===== src/rtl/vit_sched_pkg.sv =====
// Shared types and constants for the Viterbi frame scheduler.
package vit_sched_pkg;

  localparam int unsigned PKT_W    = 16;
  localparam int unsigned BYTE_W   = 8;
  // Tag channel field is sized for the largest supported channel count.
  localparam int unsigned TAG_CH_W = 8;

  typedef enum logic [1:0] {
    IDLE  = 2'd0,
    DATA  = 2'd1,
    FLUSH = 2'd2
  } sched_state_e;

  typedef struct packed {
    logic                flush;
    logic [TAG_CH_W-1:0] ch;
  } sched_tag_t;

  localparam logic [PKT_W-1:0] FLUSH_WORD = 16'h0000;

endpackage


===== src/rtl/vit_tag_fifo.sv =====
// Synchronous FIFO of outstanding-packet tags; push and pop together are legal even when full.
module vit_tag_fifo
  import vit_sched_pkg::*;
#(
  parameter int unsigned DEPTH = 16
) (
  input  logic       clk,
  input  logic       rst_n,
  input  logic       push,
  input  sched_tag_t push_tag,
  input  logic       pop,
  output sched_tag_t pop_tag,
  output logic       full,
  output logic       empty
);

  localparam int unsigned AW = $clog2(DEPTH);
  localparam int unsigned CW = AW + 1;

  sched_tag_t    mem [DEPTH];
  logic [AW-1:0] wr_ptr_q;
  logic [AW-1:0] rd_ptr_q;
  logic [CW-1:0] count_q;
  logic          push_ok_c;
  logic          pop_ok_c;

  assign full      = (count_q == CW'(DEPTH));
  assign empty     = (count_q == '0);
  assign pop_ok_c  = pop & ~empty;
  assign push_ok_c = push & (~full | pop_ok_c);
  assign pop_tag   = mem[rd_ptr_q];

  // Storage array carries no reset; validity is tracked by count_q.
  always_ff @(posedge clk) begin
    if (push_ok_c) begin
      mem[wr_ptr_q] <= push_tag;
    end
  end

  always_ff @(posedge clk or negedge rst_n) begin
    if (!rst_n) begin
      wr_ptr_q <= '0;
      rd_ptr_q <= '0;
      count_q  <= '0;
    end else begin
      if (push_ok_c) begin
        wr_ptr_q <= wr_ptr_q + AW'(1);
      end
      if (pop_ok_c) begin
        rd_ptr_q <= rd_ptr_q + AW'(1);
      end
      case ({push_ok_c, pop_ok_c})
        2'b10:   count_q <= count_q + CW'(1);
        2'b01:   count_q <= count_q - CW'(1);
        default: count_q <= count_q;
      endcase
    end
  end

endmodule


===== src/rtl/vit_frame_scheduler.sv =====
// Round-robin frame scheduler sharing one Viterbi decode path between N_CH requesters.
// Appends flush packets after each frame and routes decoded bytes back by channel tag.
module vit_frame_scheduler
  import vit_sched_pkg::*;
#(
  parameter int unsigned N_CH       = 2,
  parameter int unsigned FLUSH_PKTS = 2,
  parameter int unsigned TAG_DEPTH  = 16,
  parameter int unsigned CH_W       = $clog2(N_CH)
) (
  input  logic                  clk,
  input  logic                  rst_n,
  input  logic [N_CH-1:0]       req_valid_i,
  input  logic [N_CH*PKT_W-1:0] req_data_i,
  input  logic [N_CH-1:0]       req_last_i,
  output logic [N_CH-1:0]       req_ready_o,
  output logic                  dec_dvalid_o,
  output logic [PKT_W-1:0]      dec_data_o,
  input  logic                  dec_busy_i,
  input  logic                  dec_valid_i,
  input  logic [BYTE_W-1:0]     dec_data_i,
  output logic                  out_valid_o,
  output logic [BYTE_W-1:0]     out_data_o,
  output logic [CH_W-1:0]       out_ch_o,
  output logic                  err_o
);

  localparam int unsigned FC_W = $clog2(FLUSH_PKTS + 1);

  sched_state_e     state_q, state_d;
  logic [CH_W-1:0]  grant_q, grant_d;
  logic [CH_W-1:0]  rr_q, rr_d;
  logic [FC_W-1:0]  flush_cnt_q, flush_cnt_d;
  logic             gap_q;

  logic             pick_found_c;
  logic [CH_W-1:0]  pick_ch_c;
  int unsigned      idx;
  logic [PKT_W-1:0] grant_data_c;
  logic             grant_valid_c;
  logic             grant_last_c;
  logic             can_issue_c;
  logic             issue_c;
  logic [PKT_W-1:0] issue_data_c;
  sched_tag_t       push_tag_c;

  sched_tag_t       tag_rd;
  logic             tag_full;
  logic             tag_empty;
  logic             pop_c;

  assign can_issue_c = ~dec_busy_i & ~tag_full & ~gap_q;
  assign pop_c       = dec_valid_i & ~tag_empty;

  // First valid requester at or after the round-robin pointer.
  always_comb begin : rr_pick
    pick_found_c = 1'b0;
    pick_ch_c    = rr_q;
    idx          = '0;
    for (int unsigned i = 0; i < N_CH; i++) begin
      idx = (32'(rr_q) + i) % N_CH;
      if (!pick_found_c && req_valid_i[CH_W'(idx)]) begin
        pick_found_c = 1'b1;
        pick_ch_c    = CH_W'(idx);
      end
    end
  end

  always_comb begin : grant_mux
    grant_data_c  = '0;
    grant_valid_c = 1'b0;
    grant_last_c  = 1'b0;
    for (int unsigned c = 0; c < N_CH; c++) begin
      if (grant_q == CH_W'(c)) begin
        grant_data_c  = req_data_i[c*PKT_W +: PKT_W];
        grant_valid_c = req_valid_i[c];
        grant_last_c  = req_last_i[c];
      end
    end
  end

  // Ready is a function of state and issue gating only, never of req_valid_i.
  always_comb begin : ready_gen
    req_ready_o = '0;
    for (int unsigned c = 0; c < N_CH; c++) begin
      req_ready_o[c] = (state_q == DATA) && (grant_q == CH_W'(c)) && can_issue_c;
    end
  end

  always_comb begin : fsm_next
    state_d          = state_q;
    grant_d          = grant_q;
    rr_d             = rr_q;
    flush_cnt_d      = flush_cnt_q;
    issue_c          = 1'b0;
    issue_data_c     = FLUSH_WORD;
    push_tag_c.flush = 1'b0;
    push_tag_c.ch    = TAG_CH_W'(grant_q);
    case (state_q)
      IDLE: begin
        if (pick_found_c) begin
          grant_d = pick_ch_c;
          state_d = DATA;
        end
      end
      DATA: begin
        if (grant_valid_c && can_issue_c) begin
          issue_c      = 1'b1;
          issue_data_c = grant_data_c;
          if (grant_last_c) begin
            flush_cnt_d = '0;
            rr_d        = CH_W'((32'(grant_q) + 32'd1) % N_CH);
            state_d     = FLUSH;
          end
        end
      end
      FLUSH: begin
        if (can_issue_c) begin
          issue_c          = 1'b1;
          push_tag_c.flush = 1'b1;
          if (flush_cnt_q == FC_W'(FLUSH_PKTS - 1)) begin
            state_d = IDLE;
          end else begin
            flush_cnt_d = flush_cnt_q + FC_W'(1);
          end
        end
      end
      default: state_d = IDLE;
    endcase
  end

  always_ff @(posedge clk or negedge rst_n) begin
    if (!rst_n) begin
      state_q      <= IDLE;
      grant_q      <= '0;
      rr_q         <= '0;
      flush_cnt_q  <= '0;
      gap_q        <= 1'b0;
      dec_dvalid_o <= 1'b0;
      dec_data_o   <= '0;
    end else begin
      state_q      <= state_d;
      grant_q      <= grant_d;
      rr_q         <= rr_d;
      flush_cnt_q  <= flush_cnt_d;
      gap_q        <= issue_c;
      dec_dvalid_o <= issue_c;
      if (issue_c) begin
        dec_data_o <= issue_data_c;
      end
    end
  end

  // Return path: route data bytes by tag, drop flush bytes, flag orphan bytes.
  always_ff @(posedge clk or negedge rst_n) begin
    if (!rst_n) begin
      out_valid_o <= 1'b0;
      out_data_o  <= '0;
      out_ch_o    <= '0;
      err_o       <= 1'b0;
    end else begin
      out_valid_o <= pop_c & ~tag_rd.flush;
      if (pop_c && !tag_rd.flush) begin
        out_data_o <= dec_data_i;
        out_ch_o   <= CH_W'(tag_rd.ch);
      end
      if (dec_valid_i && tag_empty) begin
        err_o <= 1'b1;
      end
    end
  end

  vit_tag_fifo #(
    .DEPTH (TAG_DEPTH)
  ) u_tag_fifo (
    .clk      (clk),
    .rst_n    (rst_n),
    .push     (issue_c),
    .push_tag (push_tag_c),
    .pop      (pop_c),
    .pop_tag  (tag_rd),
    .full     (tag_full),
    .empty    (tag_empty)
  );

endmodule


===== config.mk =====
export PLATFORM = sky130hd
export DESIGN_NAME = vit_frame_scheduler
export DESIGN_NICKNAME = d
export VERILOG_FILES = /design/src/rtl/vit_sched_pkg.sv /design/src/rtl/vit_tag_fifo.sv /design/src/rtl/vit_frame_scheduler.sv
export SDC_FILE = /design/constraint.sdc
export NUM_CORES = 1
export LEC_CHECK = 0
export BUFFER_PORTS_ARGS = -buffer_cell sky130_fd_sc_hd__clkbuf_2
export CAP_MARGIN = 20
export CORE_UTILIZATION = 47
export DETAILED_ROUTE_END_ITERATION = 16
export PLACE_DENSITY = 0.7
export SYNTH_ARGS = -nofsm -noshare
export SYNTH_HDL_FRONTEND = slang
export SYNTH_SLANG_ARGS = --single-unit

===== constraint.sdc =====
create_clock -name clk -period 4.4 [get_ports clk]
set_clock_uncertainty 0.2 [all_clocks]
set_input_delay 1.1 -clock clk [delete_from_list [all_inputs] [get_ports clk]]
set_output_delay 1.1 -clock clk [all_outputs]
set_load 0.005 [all_outputs]

==> impl_metrics.tcl <==
set metrics [dict create \
    synth_edf_count 32 \
    synth_xor_area_share_pct 2.85 \
    insertion_delay_ns 0.35 \
    crit_type "flop to flop" \
    area_growth_syn_to_layout_pct 18.2 \
    power_leakage_nw 1.98 \
    start_util_pct 49.7 \
    htreeDepth 3 \
    peakVddDrop_mv 0.321 \
    cts_buffers 9 \
    grt_max_degree 39 \
    path_cells "or4_1 > o21ai_0 > inv_1 > ha_1 > xor2_1 > ha_1 > a21oi_1 > o21ai_0 > a22oi_1 > nor2_1 > xor2_1" \
    drt.antenna.violating_nets 0 \
    coreArea_sq_um 7410 \
    cts_resized 0 \
    io_buffers 77 \
    cts_sinks 79 \
    finalHoldViolCount 0 \
    dieArea_sq_um 8200 \
    yosysTopAreaCellShare_pct 31.9 \
    power_density_nw_per_um2 622 \
    syn_area_per_cell_sq_um 13.0 \
    path_max_fanout 7 \
    via_count 2429 \
    grt_overflow_total 0 \
    rsz0062_at_grt "no" \
    postCtsSetupRepairBufs 0 \
    internal_power_mw 1.77 \
    yosysWarningCount 0 \
    synth-seq-cells 79 \
    swShare_pct 34.6 \
    cts-root-buf "clkbuf_8" \
    status "completed" \
    clkTransAtPathRegs_ns 0.08 \
    final_nets 423 \
    synth_compound_area_share_pct 8.05 \
    cts_tree "built" \
    seq_power_share_pct 44.3 \
    slowest_stage "or4_1" \
    fin_crit_ns 3.40 \
    die_h_um 90.5 \
    async_flop_share_pct 59.5 \
    wl_per_cell_um 14.1 \
    critPathMaxStageDelay_ns 0.56 \
    drive_above_1_share_pct 30.4 \
    ys_seq_area_share_pct 58.0 \
    slew_viol_final 0 \
    ys_types 41 \
    dpl.hpwl_um 4900 \
    critical_path_buf_inv_count 1 \
    drtPass1Iterations 4 \
    crit_family "compound AO/OA/AOI/OAI gates" \
    via_per_inst 5.20 \
    muxShareOfSynthArea_pct 15.0 \
    diodes 0 \
    ys.flop_type "dfrtp_1" \
    worstMarginPinSlew_ns 0.803 \
    dp_cells 451 \
    grt_pass1_wl_um 10900 \
    synthTopCellsByArea "dfrtp_1, edfxtp_1, mux2i_1" \
    clock_path_buffers 2 \
    synth_cells 284 \
    route.detailed.drc 0 \
    syn_nets 344 \
    first_global_vias 2261 \
    cap_violations 0 \
    antenna_found_initial 0 \
    yosysTopAreaCell "dfrtp_1" \
    p_comb_share_pct 36.0 \
    cp-end-kind "flop" \
    hold_ws_ns 0.283 \
    fin_crit_sh_pct 77.4 \
    grt.total_usage_pct 17.3 \
    drtIter0Drc 90 \
    yosys.area_share.simple_pct 9.07 \
    synth_top_family_by_area "multiplexers" \
    critical_path_required_ns 4.43 \
    maxSlewHeadroom_pct 46.4 \
    hold_path_class "flop to flop" \
    synthAdderAreaFrac_pct 4.07 \
    globalplace.congestion 0.833 \
    io_pins 78 \
    syn_area_sq_um 3680 \
    fp.dieW_um 90.5 \
    switching_power_uw 937 \
    fmax_mhz 294 \
    setup_viol 0 \
    rows 31 \
    fin_tns_setup_ns 0 \
    final_cell_count_no_fill 467 \
    drt_wl_total_um 6560 \
    start_kind "flop" \
    cts_hold_buf 0 \
    cp.arrival_ns 3.44 \
    clkPwrFrac_pct 19.6 \
]
synthesized netlist by cell type (all sizes together) (2+ instances only):
library cell / instances
clkbuf: 9
and2: 10
edfxtp: 32
and3: 6
o21ai: 24
xnor2: 7
mux4: 8
xor2: 5
nand3: 3
buf: 4
mux2i: 19
o211ai: 2
inv: 10
dfrtp: 47
a22oi: 2
nand2: 29
nor2: 10
a31oi: 4
ha: 12
nor3b: 4
a21oi: 6
mux2: 14
nor3: 2
worst paths after layout:
path / start / end / slack (ns) / cells past startpoint
worst max-delay path: u_tag_fifo.count_q[0] / u_tag_fifo.count_q[4] / 1.0 / 11
min in group asynchronous: rst_n / out_data_o[3] / 0.62 / 1
worst max register to register: u_tag_fifo.count_q[0] / u_tag_fifo.count_q[4] / 1.0 / 11
worst min register to register: dec_data_o[15] / dec_data_o[15] / 0.28 / 2
max in group asynchronous: rst_n / dec_data_o[8] / 2.67 / 2
worst min-delay path: dec_data_o[15] / dec_data_o[15] / 0.28 / 2
worst register-to-register path: stages, from the launching register on:
cell and delay (ns):
dfrtp_1 0.44, or4_1 0.56, o21ai_0 0.49, inv_1 0.23, ha_1 0.35, xor2_1 0.19, ha_1 0.23, a21oi_1 0.14
o21ai_0 0.09, a22oi_1 0.16, nor2_1 0.07, xor2_1 0.14
flip-flops by register name, indices dropped and copies added (netlist names), 2 cells and up:
register	cells
dec_data_o	16
flush_cnt_q	2
out_data_o	8
state_q	2
u_tag_fifo.count_q	5
u_tag_fifo.mem	32
u_tag_fifo.rd_ptr_q	4
u_tag_fifo.wr_ptr_q	4
logic make-up (layout without fill, tap and decap cells):
| family | Yosys count | count (layout) |
|---|---|---|
| compound gates | 47 | 47 |
| xor+xnor | 12 | 12 |
| fa+ha+maj | 12 | 12 |
| buf+inv | 24 | 108 |
| flops | 79 | 79 |
| mux | 41 | 41 |
| simple gates | 69 | 69 |
through the flow:
| step | instance area, sq um | setup slack, ns | power, mW | util [%] |
|---|---|---|---|---|
| global route | 4350 | 0.682 | 2.91 | 58.8 |
| global placement | 4160 | 0.944 | 2.18 | 56.1 |
| detailed placement | 4160 | 0.878 | 2.21 | 56.1 |
| floorplan | 3680 | 0.552 | 1.90 | - |
| finish | 4350 | 0.996 | 2.71 | 58.8 |
| CTS | 4350 | 0.979 | 2.74 | 58.8 |
routing by layer:
layer | GRT usage, % | up-vias | wire (um)
met2 | 28.7 | 86 | 3200
met1 | 21.7 | 1149 | 2900
met5 | 0 | - | 0
met4 | 6.45 | 0 | 82
li1 | - | 1186 | -
met3 | 4.63 | 8 | 377
cell usage in the layout (no fill, tap or decap), drive strengths merged, types with 3 or more instances in the layout:
cell type	netlist	final
mux4	8	8
nand3	3	3
clkbuf	9	87
edfxtp	32	32
and2	10	10
xor2	5	5
o21ai	24	24
a21oi	6	6
nor3b	4	4
and3	6	6
ha	12	12
buf	4	4
inv	10	12
nand2	29	29
mux2	14	14
dfrtp	47	47
nor2	10	10
xnor2	7	7
mux2i	19	19
a31oi	4	4
clkinv	1	4
layout make-up:
| cell class | count | area [sq um] |
|---|---|---|
| Clock buffer | 10 | 128 |
| Multi-Input combinational cell | 181 | 1440 |
| Tap cell | 99 | 124 |
| Sequential cell | 79 | 2140 |
| Inverter | 11 | 41.3 |
| Fill cell | 607 | 3050 |
| Clock inverter | 6 | 68.8 |
| Timing Repair Buffer | 81 | 415 |
power groups by stage:
stage / clock network, mW / registers (mW) / logic, mW
6_report: 0.532 / 1.20 / 0.976
4_1_cts: 0.547 / 1.20 / 0.990
5_1_grt: 0.577 / 1.24 / 1.09
3_3_place_gp: 0 / 1.21 / 0.969
2_1_floorplan: 0 / 1.15 / 0.751
3_5_place_dp: 0 / 1.22 / 0.989
Note: power is estimated with default switching activity, not from simulation.
